**src/rtl/ex_mem_skid_stage.sv**
```systemverilog
// EX->MEM pipeline register with valid/ready handshake and a 2-entry skid buffer.
// Registers update on the falling clock edge; ready toward EX comes straight from state.
module ex_mem_skid_stage #(
    parameter int LANES  = 8,
    parameter int EW     = 24,
    parameter int SW     = 21,
    parameter int MEM_W  = 5,
    parameter int WB_W   = 2,
    parameter int DEST_W = 4
) (
    input  logic                  clk,
    input  logic                  rst_n,
    input  logic                  flush,
    input  logic                  in_valid,
    output logic                  in_ready,
    input  logic [MEM_W-1:0]      mem,
    input  logic [WB_W-1:0]       wb,
    input  logic [SW-1:0]         r1e,
    input  logic [SW-1:0]         r2e,
    input  logic [LANES*EW-1:0]   r1v,
    input  logic [LANES*EW-1:0]   r2v,
    input  logic [SW-1:0]         res_alu_e,
    input  logic [LANES*EW-1:0]   res_alu_ve,
    input  logic [LANES*EW-1:0]   res_sum,
    input  logic [DEST_W-1:0]     dest,
    input  logic                  dest_type,
    output logic                  out_valid,
    input  logic                  out_ready,
    output logic [MEM_W-1:0]      mem_out,
    output logic [WB_W-1:0]       wb_out,
    output logic [SW-1:0]         r1e_out,
    output logic [SW-1:0]         r2e_out,
    output logic [LANES*EW-1:0]   r1v_out,
    output logic [LANES*EW-1:0]   r2v_out,
    output logic [SW-1:0]         res_alu_e_out,
    output logic [LANES*EW-1:0]   res_alu_ve_out,
    output logic [LANES*EW-1:0]   res_sum_out,
    output logic [DEST_W-1:0]     dest_out,
    output logic                  dest_type_out,
    output logic [1:0]            occ
);

    localparam int VW = LANES * EW;
    localparam int PW = MEM_W + WB_W + 3 * SW + 4 * VW + DEST_W + 1;

    typedef enum logic [1:0] {
        EMPTY = 2'd0,
        ONE   = 2'd1,
        FULL  = 2'd2
    } state_t;

    state_t          state;
    state_t          state_nx;
    logic [PW-1:0]   in_bundle;
    logic [PW-1:0]   main_q;
    logic [PW-1:0]   skid_q;
    logic            in_fire;
    logic            out_fire;
    logic            load_main_in;
    logic            load_main_skid;
    logic            load_skid;

    // All payload fields travel as one flat word; main_q is the head of the FIFO.
    assign in_bundle = {mem, wb, r1e, r2e, r1v, r2v, res_alu_e, res_alu_ve, res_sum,
                        dest, dest_type};
    assign {mem_out, wb_out, r1e_out, r2e_out, r1v_out, r2v_out, res_alu_e_out,
            res_alu_ve_out, res_sum_out, dest_out, dest_type_out} = main_q;

    assign in_ready  = (state != FULL);
    assign out_valid = (state != EMPTY);
    assign occ       = {state == FULL, state == ONE};
    assign in_fire   = in_valid & in_ready;
    assign out_fire  = out_valid & out_ready;

    always_comb begin
        state_nx       = state;
        load_main_in   = 1'b0;
        load_main_skid = 1'b0;
        load_skid      = 1'b0;
        if (flush) begin
            state_nx = EMPTY;
        end else begin
            case (state)
                EMPTY: begin
                    if (in_fire) begin
                        state_nx     = ONE;
                        load_main_in = 1'b1;
                    end
                end
                ONE: begin
                    if (in_fire && out_fire) begin
                        load_main_in = 1'b1;
                    end else if (in_fire) begin
                        state_nx  = FULL;
                        load_skid = 1'b1;
                    end else if (out_fire) begin
                        state_nx = EMPTY;
                    end
                end
                FULL: begin
                    // in_ready is low here, so the skid entry simply advances to the head.
                    if (out_fire) begin
                        state_nx       = ONE;
                        load_main_skid = 1'b1;
                    end
                end
                default: state_nx = EMPTY;
            endcase
        end
    end

    always_ff @(negedge clk or negedge rst_n) begin
        if (!rst_n) begin
            state <= EMPTY;
        end else begin
            state <= state_nx;
        end
    end

    // Payload only moves on handshake events; a flush leaves stale data behind.
    always_ff @(negedge clk or negedge rst_n) begin
        if (!rst_n) begin
            main_q <= '0;
            skid_q <= '0;
        end else begin
            if (load_main_in) begin
                main_q <= in_bundle;
            end else if (load_main_skid) begin
                main_q <= skid_q;
            end
            if (load_skid) begin
                skid_q <= in_bundle;
            end
        end
    end

endmodule

```
**config.mk**
```make
export PLATFORM = sky130hd
export DESIGN_NAME = ex_mem_skid_stage
export DESIGN_NICKNAME = d
export VERILOG_FILES = /design/src/rtl/ex_mem_skid_stage.sv
export SDC_FILE = /design/constraint.sdc
export NUM_CORES = 2
export LEC_CHECK = 0
export CAP_MARGIN = 20
export CORE_AREA = 4 4 651 653
export DETAILED_ROUTE_END_ITERATION = 7
export DIE_AREA = 0 0 655 657
export GPL_TIMING_DRIVEN = 0
export SLEW_MARGIN = 20
export SYNTH_ARGS = -nofsm -noshare
export SYNTH_HDL_FRONTEND = slang
export SYNTH_SLANG_ARGS = --single-unit
```
**constraint.sdc**
```tcl
create_clock -name clk -period 4.6 [get_ports clk]
set_input_delay 1.38 -clock clk [delete_from_list [all_inputs] [get_ports clk]]
set_output_delay 1.38 -clock clk [all_outputs]
set_load 0.01 [all_outputs]
```
; Yosys cells after proc, flatten, opt, wreduce, memory -nomap -nowiden
; Cells that the tools add are included.
[word_totals]
mem_count = 0
mem_bits_ro = 0
out_inout_bits = 847
in_bits = 848
ff_bits = 1688
latchBits = 0
mem_bits_rw = 0
[classes]
addsub = 0
div = 0
muxes = 19
n_bitwise = 2
n_mul = 0
n_reduce_logical = 5
magnitude_cmp = 0
n_eq_ne = 7
shift = 0
[ops]
columns = cell, n
row1 = $mux W843, 2
row2 = $mux W2, 6
row3 = $mux W1, 9
row4 = $ne A3 B3 Y1 const B, 2
row5 = $pmux W2 S3, 1
row6 = $ne A4 B2 Y1 const B, 1
row7 = $reduce_and A4 Y1, 1
row8 = $reduce_bool A2 Y1, 2
row9 = $ne A3 B2 Y1 const B, 1
row10 = $and A1 B1 Y1, 2
row11 = $eq A2 B1 Y1 const B, 1
row12 = $eq A2 B2 Y1 const B, 1
row13 = $logic_not A2 Y1, 1
row14 = $ne A2 B2 Y1 const B, 1
row15 = $pmux W1 S2, 1
row16 = $logic_and A1 B1 Y1, 1

; Depth between registers and ports, before layout
[depth]
word_depth = 7
mapped_depth = 8

==> results.md <==
- Final ANT Viol Nets: 0
- Vias/cell: 3.90
- Mapped Cells: 4,517
- Clock Skew: 68.1 ps
- Worst hold path type: reg2reg
- H-Tree Depth: 4
- Finished Core Util: 26.1%
- # Max-Cap Violations: 0
- DRT iter0 DRCs: 2,178
- Power Density: 564 nW/um^2
- Post-synthesis simple-gate area fraction: 0.0991%
- DRC: 0
- Synthesized cell area: 73,200 sq um
- Port buffer count: 1,694
- Tightest Pin Transition: 999 ps
- Most common cell on crit path: buf_6
- Synth Area in Compound Gates: 0.0461%
- Routed via count: 48,800
- Dpl hpwl: 287,000 um
- Register area share after synthesis: 57.7%
- Placed Instances: 11,700
- Post-synth cell types: 22
- Gr ovfl total: 0
- Total Wirelength: 357,000 um
- Clock transition at path regs: 40 ps
- Final WS setup: -858 ps
- Initial Util: 17.5%
- All-Layer GR Usage: 15.9%
- Data arrival, critical path: 4080 ps
- Mux cell area share after synthesis: 39.9%
- CP max stage delay: 380 ps
- Total power: 61,800 uW
- CTS Buf Count: 203
- Initial antenna violation count: 184
- Vias in the first global route: 52,200
- Commonest non-fill, non-tap cell in the layout: mux2_2
- Syn_area_per_cell: 16.2 sq um
- Layout cells sized above 1: 61.6%
- Hold buffer count at cts: 0
- Slowest CP cell: dfrtn_1
- Largest net degree at the start of global routing: 135
- Fin cells: 12,500
- Family with the most delay on the worst path: buffers and inverters
- CP Class: reg2out
- Largest family of logic cells by synthesized area: multiplexers
- Final Hold Vio Count: 0
- GPL Wtd Cong: 0.903
- CTS Buffer Depth: 4
- Pins Over Slew Limit: 0
- Die area: 430,000 sq um
- Post-Synth Adder-Cell Area: 0%
- Max FO, Critical Path: 4
- Unrepaired setup endpoints after global routing: true
- Crit path buf inv count: 4
- Run status: complete, but fails checks
- First-pass GRT wire length: 469,000 um
- Die Span X: 655 um
- # IOs: 1,695
- Yosys reg bits: 1,688
- Syn Nets: 5,365
- TritonCTS clock tree: built
- Fin Hold WS: 447 ps
- Failing checks: setup timing
- Routed len/inst: 28.5 um
- Worst setup SP type: flip-flop
- Worst Path Required: 3220 ps
- CTS root buf: clkbuf_16
- Static Leak: 0.0473 uW
- Worst setup EP type: output pin
- CTS sink count: 1,688
- Max IR drop VDD: 0.363 mV
- Fill cells: 42,900
- Worst slew margin: 33.4%
- Area delta synth->final: 49.5%
- Worst-Skew Late Latency: 860 ps
- Final number of setup-violating endpoints: 2,515
- TritonRoute pass-1 iters: 4
- Layout Nets: 7,506
- Pre-CTS setup slack: -3210 ps
- Row count: 238
- XOR/XNOR share of the synthesized area: 0%
- Yosys warns: 0
- CORE AREA: 419,000 sq um
- Die Height: 657 um
- CP cell instances: buf_6 > nor2_4 > buf_12 > inv_4 > buf_6
- Commonest non-fill, non-tap cells in the layout: mux2_2, dfrtn_1, clkdlybuf4s50_1
-- cell usage after synthesis --
library cell     n  area [sq um]
nor3_1           1          5.00
nor3b_1          1          7.51
dfrtn_1       1688         42200
buf_4           27           203
or2_2            1          6.26
inv_1            2          7.51
a21oi_1          1          5.00
nand2_1          3          11.3
a21o_1           1          7.51
a21boi_0         1          7.51
nor2b_1          2          12.5
buf_6           31           349
mux2_2        2259         25400
mux2_1          70           788
clkbuf_1        10          37.5
mux2_4         200          3000
nor2_1           2          7.51
nor3_2           1          10.0
nand2b_1         2          12.5
o21ai_0          1          5.00
a21oi_2          1          8.76
buf_2          212          1060
-- registers in the layout (all words and copies together), names as in the netlist --
name,cells
skid_q,843
main_q,843
state,2
-- worst register-to-register path, cell delays in order, from the launching register on --
cell      delay (ps)
dfrtn_1          370
buf_6            140
nand2b_4         160
nor3b_4          230
buf_12           210
buf_12           170
buf_12           150
buf_12           140
buf_4            210
mux2_2           410
mux2_2           290
-- cell families (layout without fill, tap and decap cells) --
logic type             after synthesis  after routing
AO/OA/AOI/OAI                        5              5
AND/OR/NAND/NOR                     13             13
flip-flops                        1688           1688
multiplexers                      2529           2529
other                                0            183
buffers and inverters              282           2584
-- area by class of cell --
type | instances | area, sq um | area share, %
flip-flops and latches | 1688 | 42200 | 38.6
multi-input cells | 2547 | 30000 | 27.4
repair buffers | 1936 | 20500 | 18.7
well taps | 5520 | 6910 | 6.31
clock buffers | 283 | 5780 | 5.28
plain buffers | 280 | 2640 | 2.41
clock inverters | 83 | 948 | 0.866
diodes | 183 | 458 | 0.418
inverters | 2 | 10.0 | 0.00914
-- metal layers --
metal	GRT usage, %	vias to the layer above	part of all wire (%)
met4	9.12	80	6.7
met1	17.2	25500	37
met5	0	-	0.14
met2	25.9	1712	47
met3	6.57	706	9.7
li1	-	20800	-
-- path summary, 6_finish.rpt --
kind                            slack [ps]           to  cells past startpoint   startpoint
max in group asynchronous               10  main_q[452]                      7        rst_n
worst max-delay path                  -860     in_ready                      5     state[0]
worst max register to register        1900  main_q[270]                     10     state[1]
min in group asynchronous             2580  skid_q[609]                      1        rst_n
worst min register to register         450  skid_q[157]                      1  skid_q[157]
worst min-delay path                   450  skid_q[157]                      1  skid_q[157]
-- timing repair --
item	CTS	global route
gates cloned	39	8
pin swaps	2	2
endpoints found under the setup margin	3527	2684
buffers inserted	29	151
resized for setup	1512	3658
-- where the power goes --
group | internal, uW | switching [uW]
clock | 9530 | 6920
combinational | 12300 | 9260
sequential | 20300 | 3470
total | 42100 | 19600
-- through the flow --
step / instance area [sq um] / TNS, ps
final: 109000 / -761110
after global routing: 109000 / -875270
after CTS: 106000 / -929450
after detailed placement: 98100 / -6060750
after global placement: 97700 / -
after floorplan: 73800 / -894270
Note: power is estimated with default switching activity, not from simulation.
